==> config.mk <==
export PLATFORM = sky130hd
export DESIGN_NAME = pstack
export DESIGN_NICKNAME = d
export VERILOG_FILES = /design/src/rtl/forth_pkg.sv /design/src/rtl/pstack_ram.sv /design/src/rtl/pstack.sv
export SDC_FILE = /design/constraint.sdc
export NUM_CORES = 1
export LEC_CHECK = 0
export ABC_AREA = 1
export CAP_MARGIN = 20
export CORE_ASPECT_RATIO = 0.9
export CORE_UTILIZATION = 50
export DETAILED_ROUTE_END_ITERATION = 6
export GPL_TIMING_DRIVEN = 0
export PLACE_DENSITY = 0.68
export RECOVER_POWER = 100
export SYNTH_ARGS = -nofsm -noshare
export SYNTH_HDL_FRONTEND = slang
export SYNTH_SLANG_ARGS = --single-unit
==> constraint.sdc <==
create_clock -name clk -period 6.6 [get_ports clk]
set_clock_uncertainty 0.05 [all_clocks]
set_input_delay 1.65 -clock clk [delete_from_list [all_inputs] [get_ports clk]]
set_output_delay 1.65 -clock clk [all_outputs]
set_load 0.05 [all_outputs]
==> src/rtl/forth_pkg.sv <==
// Shared definitions for the Forth core stacks: default sizes, the stack
// operation encoding and the pointer/counter width helpers used by both
// the parameter stack and the return stack.
package forth_pkg;

  // Default data word width of the core.
  localparam int WIDTH        = 16;

  // Default spill RAM depths (entries behind the dedicated top register).
  localparam int PSTACK_DEPTH = 16;
  localparam int RSTACK_DEPTH = 16;

  // Stack operation decoded from the {push, pop} strobe pair.
  typedef enum logic [1:0] {
    OP_NONE    = 2'b00,
    OP_POP     = 2'b01,
    OP_PUSH    = 2'b10,
    OP_REPLACE = 2'b11
  } stack_op_e;

  // Spill RAM pointer width; a depth of one still needs a one-bit pointer.
  function automatic int ptr_w(input int depth);
    return (depth > 1) ? $clog2(depth) : 1;
  endfunction

  // Occupancy counter width able to hold depth+1 (RAM plus top register),
  // with one bit of headroom so the full value never sits on the MSB edge.
  function automatic int cnt_w(input int depth);
    return $clog2(depth + 1) + 1;
  endfunction

endpackage

==> src/rtl/pstack_ram.sv <==
// Spill RAM for a stack: one synchronous write port, one asynchronous
// read port. Contents are never reset; occupancy tracking lives outside.
module pstack_ram import forth_pkg::*; #(
  parameter  int width     = WIDTH,
  parameter  int depth     = PSTACK_DEPTH,
  localparam int ptr_width = ptr_w(depth)
) (
  input  logic                 clk,
  input  logic                 we,
  input  logic [ptr_width-1:0] waddr,
  input  logic [width-1:0]     wdata,
  input  logic [ptr_width-1:0] raddr,
  output logic [width-1:0]     rdata
);

  logic [width-1:0] mem_q [depth];

  // Synchronous write of one entry when enabled.
  always_ff @(posedge clk) begin
    if (we) begin
      mem_q[waddr] <= wdata;
    end
  end

  assign rdata = mem_q[raddr];

endmodule

==> src/rtl/pstack.sv <==
// Parameter (data) stack. The next-on-stack value is held in a dedicated
// register that feeds the ALU and memory write data directly; older
// entries spill into a circular RAM. When the stack is full a further
// push silently overwrites the oldest entry and raises a sticky overflow.
module pstack import forth_pkg::*; #(
  parameter  int width     = WIDTH,
  parameter  int depth     = PSTACK_DEPTH,
  localparam int ptr_width = ptr_w(depth),
  localparam int cnt_width = cnt_w(depth)
) (
  input  logic                 clk,
  input  logic                 reset,
  input  logic                 wait_state,
  input  logic                 push,
  input  logic                 pop,
  input  logic [width-1:0]     push_data,
  input  logic                 err_clear,
  output logic [width-1:0]     pstack_top,
  output logic [cnt_width-1:0] count,
  output logic                 empty,
  output logic                 full,
  output logic                 overflow,
  output logic                 underflow
);

  localparam logic [cnt_width-1:0] CNT_ZERO = cnt_width'(0);
  localparam logic [cnt_width-1:0] CNT_ONE  = cnt_width'(1);
  localparam logic [cnt_width-1:0] CNT_FULL = cnt_width'(depth + 1);
  localparam logic [ptr_width-1:0] PTR_ONE  = ptr_width'(1);
  localparam logic [width-1:0]     DATA_ZERO = width'(0);

  // Architectural state.
  logic [width-1:0]     top_q,  top_d;
  logic [ptr_width-1:0] sp_q,   sp_d;
  logic [cnt_width-1:0] count_q, count_d;
  logic                 ovf_q,  ovf_d;
  logic                 unf_q,  unf_d;

  // Spill RAM interface.
  logic                 ram_we_s;
  logic [ptr_width-1:0] ram_raddr_s;
  logic [width-1:0]     ram_rdata_s;

  // Decode helpers.
  stack_op_e op_s;
  logic      is_empty_s;
  logic      is_full_s;

  assign op_s        = stack_op_e'({push, pop});
  assign is_empty_s  = (count_q == CNT_ZERO);
  assign is_full_s   = (count_q == CNT_FULL);
  assign ram_raddr_s = sp_q - PTR_ONE;

  pstack_ram #(
    .width (width),
    .depth (depth)
  ) u_ram (
    .clk   (clk),
    .we    (ram_we_s),
    .waddr (sp_q),
    .wdata (top_q),
    .raddr (ram_raddr_s),
    .rdata (ram_rdata_s)
  );

  // Next-state decode for the top register, spill pointer, count and flags.
  always_comb begin
    top_d    = top_q;
    sp_d     = sp_q;
    count_d  = count_q;
    ovf_d    = ovf_q;
    unf_d    = unf_q;
    ram_we_s = 1'b0;

    if (!wait_state) begin
      // Clearing happens first so that a fresh error this cycle wins.
      if (err_clear) begin
        ovf_d = 1'b0;
        unf_d = 1'b0;
      end else begin
        ovf_d = ovf_q;
        unf_d = unf_q;
      end

      case (op_s)
        OP_PUSH: begin
          top_d = push_data;
          if (is_empty_s) begin
            // First entry lands only in the top register.
            count_d = CNT_ONE;
          end else begin
            // Old top spills; when full this overwrites the oldest slot.
            ram_we_s = 1'b1;
            sp_d     = sp_q + PTR_ONE;
            if (is_full_s) begin
              ovf_d = 1'b1;
            end else begin
              count_d = count_q + CNT_ONE;
            end
          end
        end

        OP_POP: begin
          if (is_empty_s) begin
            unf_d = 1'b1;
          end else if (count_q == CNT_ONE) begin
            top_d   = DATA_ZERO;
            count_d = CNT_ZERO;
          end else begin
            top_d   = ram_rdata_s;
            sp_d    = sp_q - PTR_ONE;
            count_d = count_q - CNT_ONE;
          end
        end

        OP_REPLACE: begin
          // Replace NOS in place; RAM and pointer are untouched.
          top_d = push_data;
          if (is_empty_s) begin
            count_d = CNT_ONE;
            unf_d   = 1'b1;
          end else begin
            count_d = count_q;
          end
        end

        default: begin
          top_d   = top_q;
          count_d = count_q;
        end
      endcase
    end else begin
      // Stalled: everything holds, including pending error clears.
      top_d    = top_q;
      sp_d     = sp_q;
      count_d  = count_q;
      ovf_d    = ovf_q;
      unf_d    = unf_q;
      ram_we_s = 1'b0;
    end
  end

  // State registers with asynchronous clear.
  always_ff @(posedge clk or posedge reset) begin
    if (reset) begin
      top_q   <= DATA_ZERO;
      sp_q    <= '0;
      count_q <= CNT_ZERO;
      ovf_q   <= 1'b0;
      unf_q   <= 1'b0;
    end else begin
      top_q   <= top_d;
      sp_q    <= sp_d;
      count_q <= count_d;
      ovf_q   <= ovf_d;
      unf_q   <= unf_d;
    end
  end

  assign pstack_top = top_q;
  assign count      = count_q;
  assign empty      = is_empty_s;
  assign full       = is_full_s;
  assign overflow   = ovf_q;
  assign underflow  = unf_q;

endmodule

==> summary.md, run 1 <==
| Metric | Value |
|---|---|
| Mapped Cells | `1049` |
| Synth Area in Adders | `0.00844` |
| Setup slack, reg-to-reg | `3.15 ns` |
| Setup TNS | `0 ns` |
| Most common library cell in the layout ignoring fill and taps | `nand2_1` |
| Tightest Pin Transition | `1.62 ns` |
| Post-DP HPWL | `20.4 mm` |
| Max clock buf depth | `3` |
| Violated checks | `max-capacitance violations, max-slew violations` |
| DRC errors left | `0` |
| CTS Root Cell | `clkbuf_16` |
| Worst slew margin | `-0.0850` |
| Routed Antenna Nets | `0` |
| CTS sink cnt | `284` |
| Hold path depth | `2` |
| Slew Limit Fails | `85` |
| Slowest CP cell | `o21ai_0` |
| Area delta synth->final | `14.7%` |
| Post-CTS Setup Repair Bufs | `0` |
| Worst path required time | `6.96 ns` |
| Largest net degree at the start of global routing | `21` |
| RSZ-0062 raised after global routing | `no` |
| Core Footprint | `0.0233 mm²` |
| Clock network power share | `0.211` |
| Layout cells sized above 1 | `0.0785` |
| Reg2reg path depth | `12` |
| Reg clk slew, reported paths | `0.06 ns` |
| Gr usage total | `0.255` |
| CTS tree | `built` |
| Simple-gate area share of the yosys netlist | `0.215` |
| Post-synthesis compound-gate area fraction | `0.0250` |
| FF+latch count, synth | `284` |
| Register share of total power | `0.376` |
| Static Leakage | `5.04 nW` |
| Vias in the first global route | `7683` |
| Sequential share of the synthesized area | `0.707` |
| FMAX | `0.229 GHz` |
| Synth Cell Area | `0.0119 mm²` |
| Max incr delay on CP | `0.85 ns` |
| Netlist cell types | `26` |
| CTS resizes | `0` |
| Placed insts | `1410` |
| Syn nets | `1079` |
| Die Wd | `164 µm` |
| Final Hold Fails | `0` |
| First-pass GRT wire length | `45.3 mm` |
| Initial antenna violation count | `0` |
| Min Tclk post-route | `4.37 ns` |
| Peak supply drop | `0.000335 V` |
| CP Max Fanout | `10` |
| CP arrival | `4.73 ns` |
| Worst path cell trace | `dlygate4sd3_1 > nand2_1 > o21ai_0 > clkinvlp_2 > nor2_1 > clkbuf_1 > o21ai_0` |
| Net Sw Frac | `0.444` |
| TritonRoute pass-1 iters | `5` |
| Nets@finish | `1169` |
| Ys Warns | `0` |
| Reg2reg end | `pstack_top[9]` |
| Core Rows | `53` |
| PwrDens | `534 mW/mm²` |
| Critical Path Start Type | `input pin` |
| Int Power | `4.04 mW` |
| Via density | `5.66` |
| Path type of the worst setup path | `in2reg` |
| Final Setup Violations | `0` |
| WL final | `30.2 mm` |
| Initial Utilization | `0.508` |
| Io pins | `48` |
| Hold Path Origin | `overflow` |
| Routability cong. | `0.940` |
| Worst Hold Endpoint | `overflow` |
| Outcome | `complete, but fails checks` |
| Post-Synth XOR/XNOR Area | `0.00938` |
| Number of I/O port buffers | `47` |
| Max-cap violations | `5` |
| Period utilization | `0.662` |
| Hold WC Path Type | `reg2reg` |
| Most used cell, CP | `o21ai_0` |
| Num CTS Buffers | `29` |
| Fill count | `1946` |
| Clock Latency Late Sink | `0.55 ns` |
| Switching power | `3.23 mW` |
| H-tree levels | `1` |
| Die height | `148 µm` |
| Ant diodes | `0` |
| Logic pwr share | `0.413` |
| Die ar. | `0.0244 mm²` |
| Hold buffers post-CTS | `0` |
| Largest family of logic cells by synthesized area | `simple AND/OR/NAND/NOR gates` |
| WL/cell | `20.7 µm` |
| Syn Area/Cell | `11.3 µm²` |
| Worst r2r src | `sp_q[0]` |
| Commonest cells after routing, fill and taps aside | `302 x nand2_1, 256 x edfxtp_1, 244 x nand3_1, 44 x nor2_1, 37 x buf_2` |
| Endpoint class of the critical path | `flip-flop` |
| Gr ovfl total | `0` |
| Post-Layout Cell Count | `1461` |
| Post-synthesis mux area share | `0` |
| Initial drt markers | `888` |
| Vias | `8264` |
-- cell usage after synthesis, drive strengths merged --
master / n / area share
nor2: 45 / 0.015
dfrtp: 28 / 0.059
nand3: 245 / 0.10
buf: 50 / 0.021
a21oi: 33 / 0.014
clkbuf: 8 / 0.0025
xnor2: 2 / 0.0021
or2: 1 / 0.00053
ha: 8 / 0.0084
nor3: 1 / 0.00042
nand2: 303 / 0.096
edfxtp: 256 / 0.65
xor2: 9 / 0.0073
o21ai: 24 / 0.011
inv: 36 / 0.012
-- how the worst max path moves through the flow --
stage	startpoint	to	slack [ns]
finish	pop	count[1]	2.23
floorplan	count[1]	full	3.29
global placement	pop	u_ram.mem_q[8][2]	1.85
CTS	count[1]	full	2.35
detailed placement	pop	u_ram.mem_q[6][5]	2.11
global route	pop	u_ram.mem_q[9][10]	2.03
-- area by class of cell --
cell class | instances | area (µm²) | area share
flip-flops and latches | 284 | 8390 | 0.616
multi-input cells | 671 | 3050 | 0.224
clock buffers | 35 | 748 | 0.0550
repair buffers | 59 | 515 | 0.0379
well taps | 302 | 378 | 0.0278
plain buffers | 58 | 272 | 0.0199
inverters | 36 | 136 | 0.0100
clock inverters | 16 | 128 | 0.00937
-- critical path, delay by kind of cell --
family	cells	cell delay, ns
AND/OR/NAND/NOR	2	0.38
AO/OA/AOI/OAI	2	0.98
buffers and inverters	3	1.70
-- state kept, by name, summed over array words and instances (netlist names) --
signal,count
u_ram.mem_q,256
pstack_top,16
count,6
sp_q,4
overflow,1
underflow,1
-- per-stage QoR --
stage | power, mW | hold WS [ns] | setup WS, ns | cell area, µm² | utilization
after floorplan | 4.50 | 0.561 | 3.29 | 11900 | -
after global placement | 5.69 | 0.444 | 1.85 | 12700 | 0.545
after detailed placement | 5.75 | 0.450 | 2.11 | 12900 | 0.552
after CTS | 7.29 | 0.474 | 2.35 | 13800 | 0.590
after global routing | 7.63 | 0.489 | 2.03 | 13600 | 0.583
final | 7.27 | 0.469 | 2.23 | 13600 | 0.583
-- metal layers --
layer	up-vias	wire, µm	GRT usage
met5	-	0	0
met4	0	1220	0.0986
met3	61	3150	0.0399
met2	433	13200	0.378
met1	3932	12700	0.380
li1	3838	-	-
-- cell families after synthesis --
logic type,Yosys count
xor+xnor,11
compound gates,57
flops,284
buf+inv,94
simple gates,595
fa+ha+maj,8
-- power by group through the flow --
| stage | registers, mW | clock network [mW] | logic [mW] |
|---|---|---|---|
| floorplan | 2.78 | 0 | 1.72 |
| global placement | 2.75 | 0 | 2.94 |
| detailed placement | 2.76 | 0 | 2.99 |
| CTS | 2.73 | 1.55 | 3.01 |
| global route | 2.76 | 1.62 | 3.25 |
| finish | 2.73 | 1.53 | 3.00 |
No activity file was read; power rests on OpenSTA's default activity.
==> inputs of run 2 (changes only) <==
PLACE_DENSITY = 0.7   (was 0.68)
clock period = 3.77 ns   (was 6.6 ns; I/O delays follow)
==> run 2 against run 1 <==
  * The run now ends clean
  * Hold slack improved by 0.00072 ns
  * Clock-buffer cell count increased by 6
  * Sequential share of layout area decreased by 0.26 points
  * Core utilization increased by 0.25 points
  * Register-to-register slack got worse by 2.8 ns
  * Design area increased by 0.42%
  * Combinational power increased by 75%
==> summary.md, run 2 (synthesized netlist as in run 1, its figures left out) <==
| Metric | Value |
|---|---|
| PwrDens | `933 mW/mm² (was 534 mW/mm²)` |
| Final Setup Violations | `0 (unchanged)` |
| Commonest cells after routing, fill and taps aside | `302 x nand2_1, 256 x edfxtp_1, 244 x nand3_1, 38 x nor2_1, 37 x buf_2 (was 302 x nand2_1, 256 x edfxtp_1, 244 x nand3_1, 44 x nor2_1, 37 x buf_2)` |
| Met3 Usage GRT | `0.0326 (was 0.0399)` |
| Met2 usage | `0.367 (was 0.378)` |
| CP Max Fanout | `5 (was 10)` |
| Endpoint class of the critical path | `output pin (was flip-flop)` |
| Dpl ws | `-0.0197 ns (was 2.11 ns)` |
| H-tree levels | `1 (unchanged)` |
| WL/cell | `20.3 µm (was 20.7 µm)` |
| Critical Path Start Type | `flip-flop (was input pin)` |
| Most common library cell in the layout ignoring fill and taps | `nand2_1 (unchanged)` |
| Crit. Startpoint | `count[1] (was pop)` |
| Slowest CP cell | `clkdlybuf4s50_1 (was o21ai_0)` |
| Routability cong. | `0.955 (was 0.940)` |
| Die height | `148 µm (unchanged)` |
| Fin util | `0.586 (was 0.583)` |
| Peak supply drop | `0.000516 V (was 0.000335 V)` |
| Num CTS Buffers | `28 (was 29)` |
| Area delta synth->final | `15.2% (was 14.7%)` |
| WL final | `29.7 mm (was 30.2 mm)` |
| Global Route met1 Usage | `0.383 (was 0.380)` |
| Max clock buf depth | `3 (unchanged)` |
| Hold Path Origin | `overflow (unchanged)` |
| Max incr delay on CP | `0.83 ns (was 0.85 ns)` |
| Number of I/O port buffers | `47 (unchanged)` |
| Setup slack after layout | `0.220 ns (was 2.23 ns)` |
| Final Hold Fails | `0 (unchanged)` |
| Via density | `5.63 (was 5.66)` |
| Most used cell, CP | `inv_1 (was o21ai_0)` |
| Io pins | `48 (unchanged)` |
| Outcome | `finished clean (was complete, but fails checks)` |
| Period utilization | `0.942` |
| Die Wd | `164 µm (unchanged)` |
| Tightest Pin Transition | `1.18 ns (was 1.62 ns)` |
| Initial Utilization | `0.508 (unchanged)` |
| CTS resizes | `0 (unchanged)` |
| Ant diodes | `0 (unchanged)` |
| Vias | `8231 (was 8264)` |
| Post-DP HPWL | `20.1 mm (was 20.4 mm)` |
| DRC errors left | `0 (unchanged)` |
| Vias in the first global route | `7550 (was 7683)` |
| Reg clk slew, reported paths | `0.06 ns (about the same)` |
| Hold buffers post-CTS | `0 (unchanged)` |
| Post-CTS Setup Repair Bufs | `0 (unchanged)` |
| WP buf/inv | `3 (unchanged)` |
| Static Leakage | `5.05 nW (was 5.04 nW)` |
| Gr usage total | `0.251 (was 0.255)` |
| Path type of the worst setup path | `reg2out (was in2reg)` |
| Max FFs per register | `256 (unchanged)` |
| RSZ-0062 raised after global routing | `no (unchanged)` |
| Most flops, register | `u_ram.mem_q (unchanged)` |
| Hold_ws | `0.470 ns (was 0.469 ns)` |
| Largest net degree at the start of global routing | `22 (was 21)` |
| CP arrival | `2.56 ns (was 4.73 ns)` |
| First-pass GRT wire length | `44.5 mm (was 45.3 mm)` |
| Layout cells sized above 1 | `0.0837 (was 0.0785)` |
| Gr ovfl total | `0 (unchanged)` |
| Core Rows | `53 (unchanged)` |
| Worst path cell trace | `inv_1 > ha_1 > inv_1 > nor2_1 > nand2_1 > nor2_2 > clkdlybuf4s50_1 (was dlygate4sd3_1 > nand2_1 > o21ai_0 > clkinvlp_2 > nor2_1 > clkbuf_1 > o21ai_0)` |
| Hold WC Path Type | `reg2reg (unchanged)` |
| TritonRoute pass-1 iters | `4 (was 5)` |
| Initial drt markers | `909 (was 888)` |
| Slew Limit Fails | `0 (was 85)` |
| Nets@finish | `1167 (was 1169)` |
| GR peak layer | `met1 (unchanged)` |
| Worst r2r src | `sp_q[0] (unchanged)` |
| Worst path required time | `2.78 ns (was 6.96 ns)` |
| Total power draw | `12.8 mW (was 7.27 mW)` |
| Core Footprint | `0.0233 mm² (unchanged)` |
| Initial antenna violation count | `0 (unchanged)` |
| Clock Latency Late Sink | `0.56 ns (was 0.55 ns)` |
| CTS tree | `built (unchanged)` |
| Die ar. | `0.0244 mm² (unchanged)` |
| Critical path's top delay family | `buffers and inverters (unchanged)` |
| Routed Antenna Nets | `0 (unchanged)` |
| Min Tclk post-route | `3.55 ns` |
| Max-cap violations | `0 (was 5)` |
| Worst slew margin | `0.213 (was -0.0850)` |
| CTS sink cnt | `284 (unchanged)` |
| FMAX | `0.282 GHz` |
| CTS Root Cell | `clkbuf_16 (unchanged)` |
run 2: per-layer routing:
layer  share of wire  vias to the layer above
li1                -                     3835
met3           0.093                       51
met2            0.43                      394
met1            0.44                     3951
met4           0.038                        0
met5               0                        -
run 2: worst reg2reg max path, stage by stage (launching register included):
cell and delay (ns):
dfrtp_1 0.45, inv_1 0.18, buf_2 0.28, buf_2 0.33
ha_1 0.32, inv_1 0.08, clkbuf_2 0.31, clkbuf_1 0.51
nand3_1 0.26, nand3_1 0.23, nand3_1 0.11, nand3_1 0.10
a21oi_1 0.07
run 2: report_power, final:
| group | leakage, nW | internal (mW) | switching (mW) | total (mW) |
|---|---|---|---|---|
| clock network | 0.442 | 1.58 | 1.17 | 2.76 |
| logic | 1.98 | 1.47 | 3.77 | 5.24 |
| registers | 2.63 | 4.06 | 0.703 | 4.77 |
run 2: worst paths after layout:
| path | end | cells after the start | slack, ns |
|---|---|---|---|
| worst max-delay path | full | 7 | 0.22 |
| worst min register to register | overflow | 2 | 0.47 |
| worst min-delay path | overflow | 2 | 0.47 |
| max in group asynchronous | pstack_top[6] | 3 | 1.55 |
| min in group asynchronous | overflow | 2 | 0.74 |
| worst max register to register | pstack_top[13] | 12 | 0.38 |
run 2: final cells by class:
cell class | instances | area, µm²
Buffer | 58 | 273
Sequential cell | 284 | 8390
Clock inverter | 11 | 140
Fill cell | 1949 | 9670
Timing Repair Buffer | 58 | 512
Tap cell | 302 | 378
Multi-Input combinational cell | 671 | 3070
Clock buffer | 41 | 779
Inverter | 36 | 138
run 2: per-stage QoR:
| stage | cell area [µm²] | instances | TNS, ns |
|---|---|---|---|
| after floorplan | 11900 | 1049 | 0 |
| after global placement | 12700 | 1398 | -48.83 |
| after detailed placement | 12900 | 1409 | -0.117 |
| after CTS | 13800 | 1461 | 0 |
| after global routing | 13700 | 1461 | 0 |
| final | 13700 | 1461 | 0 |
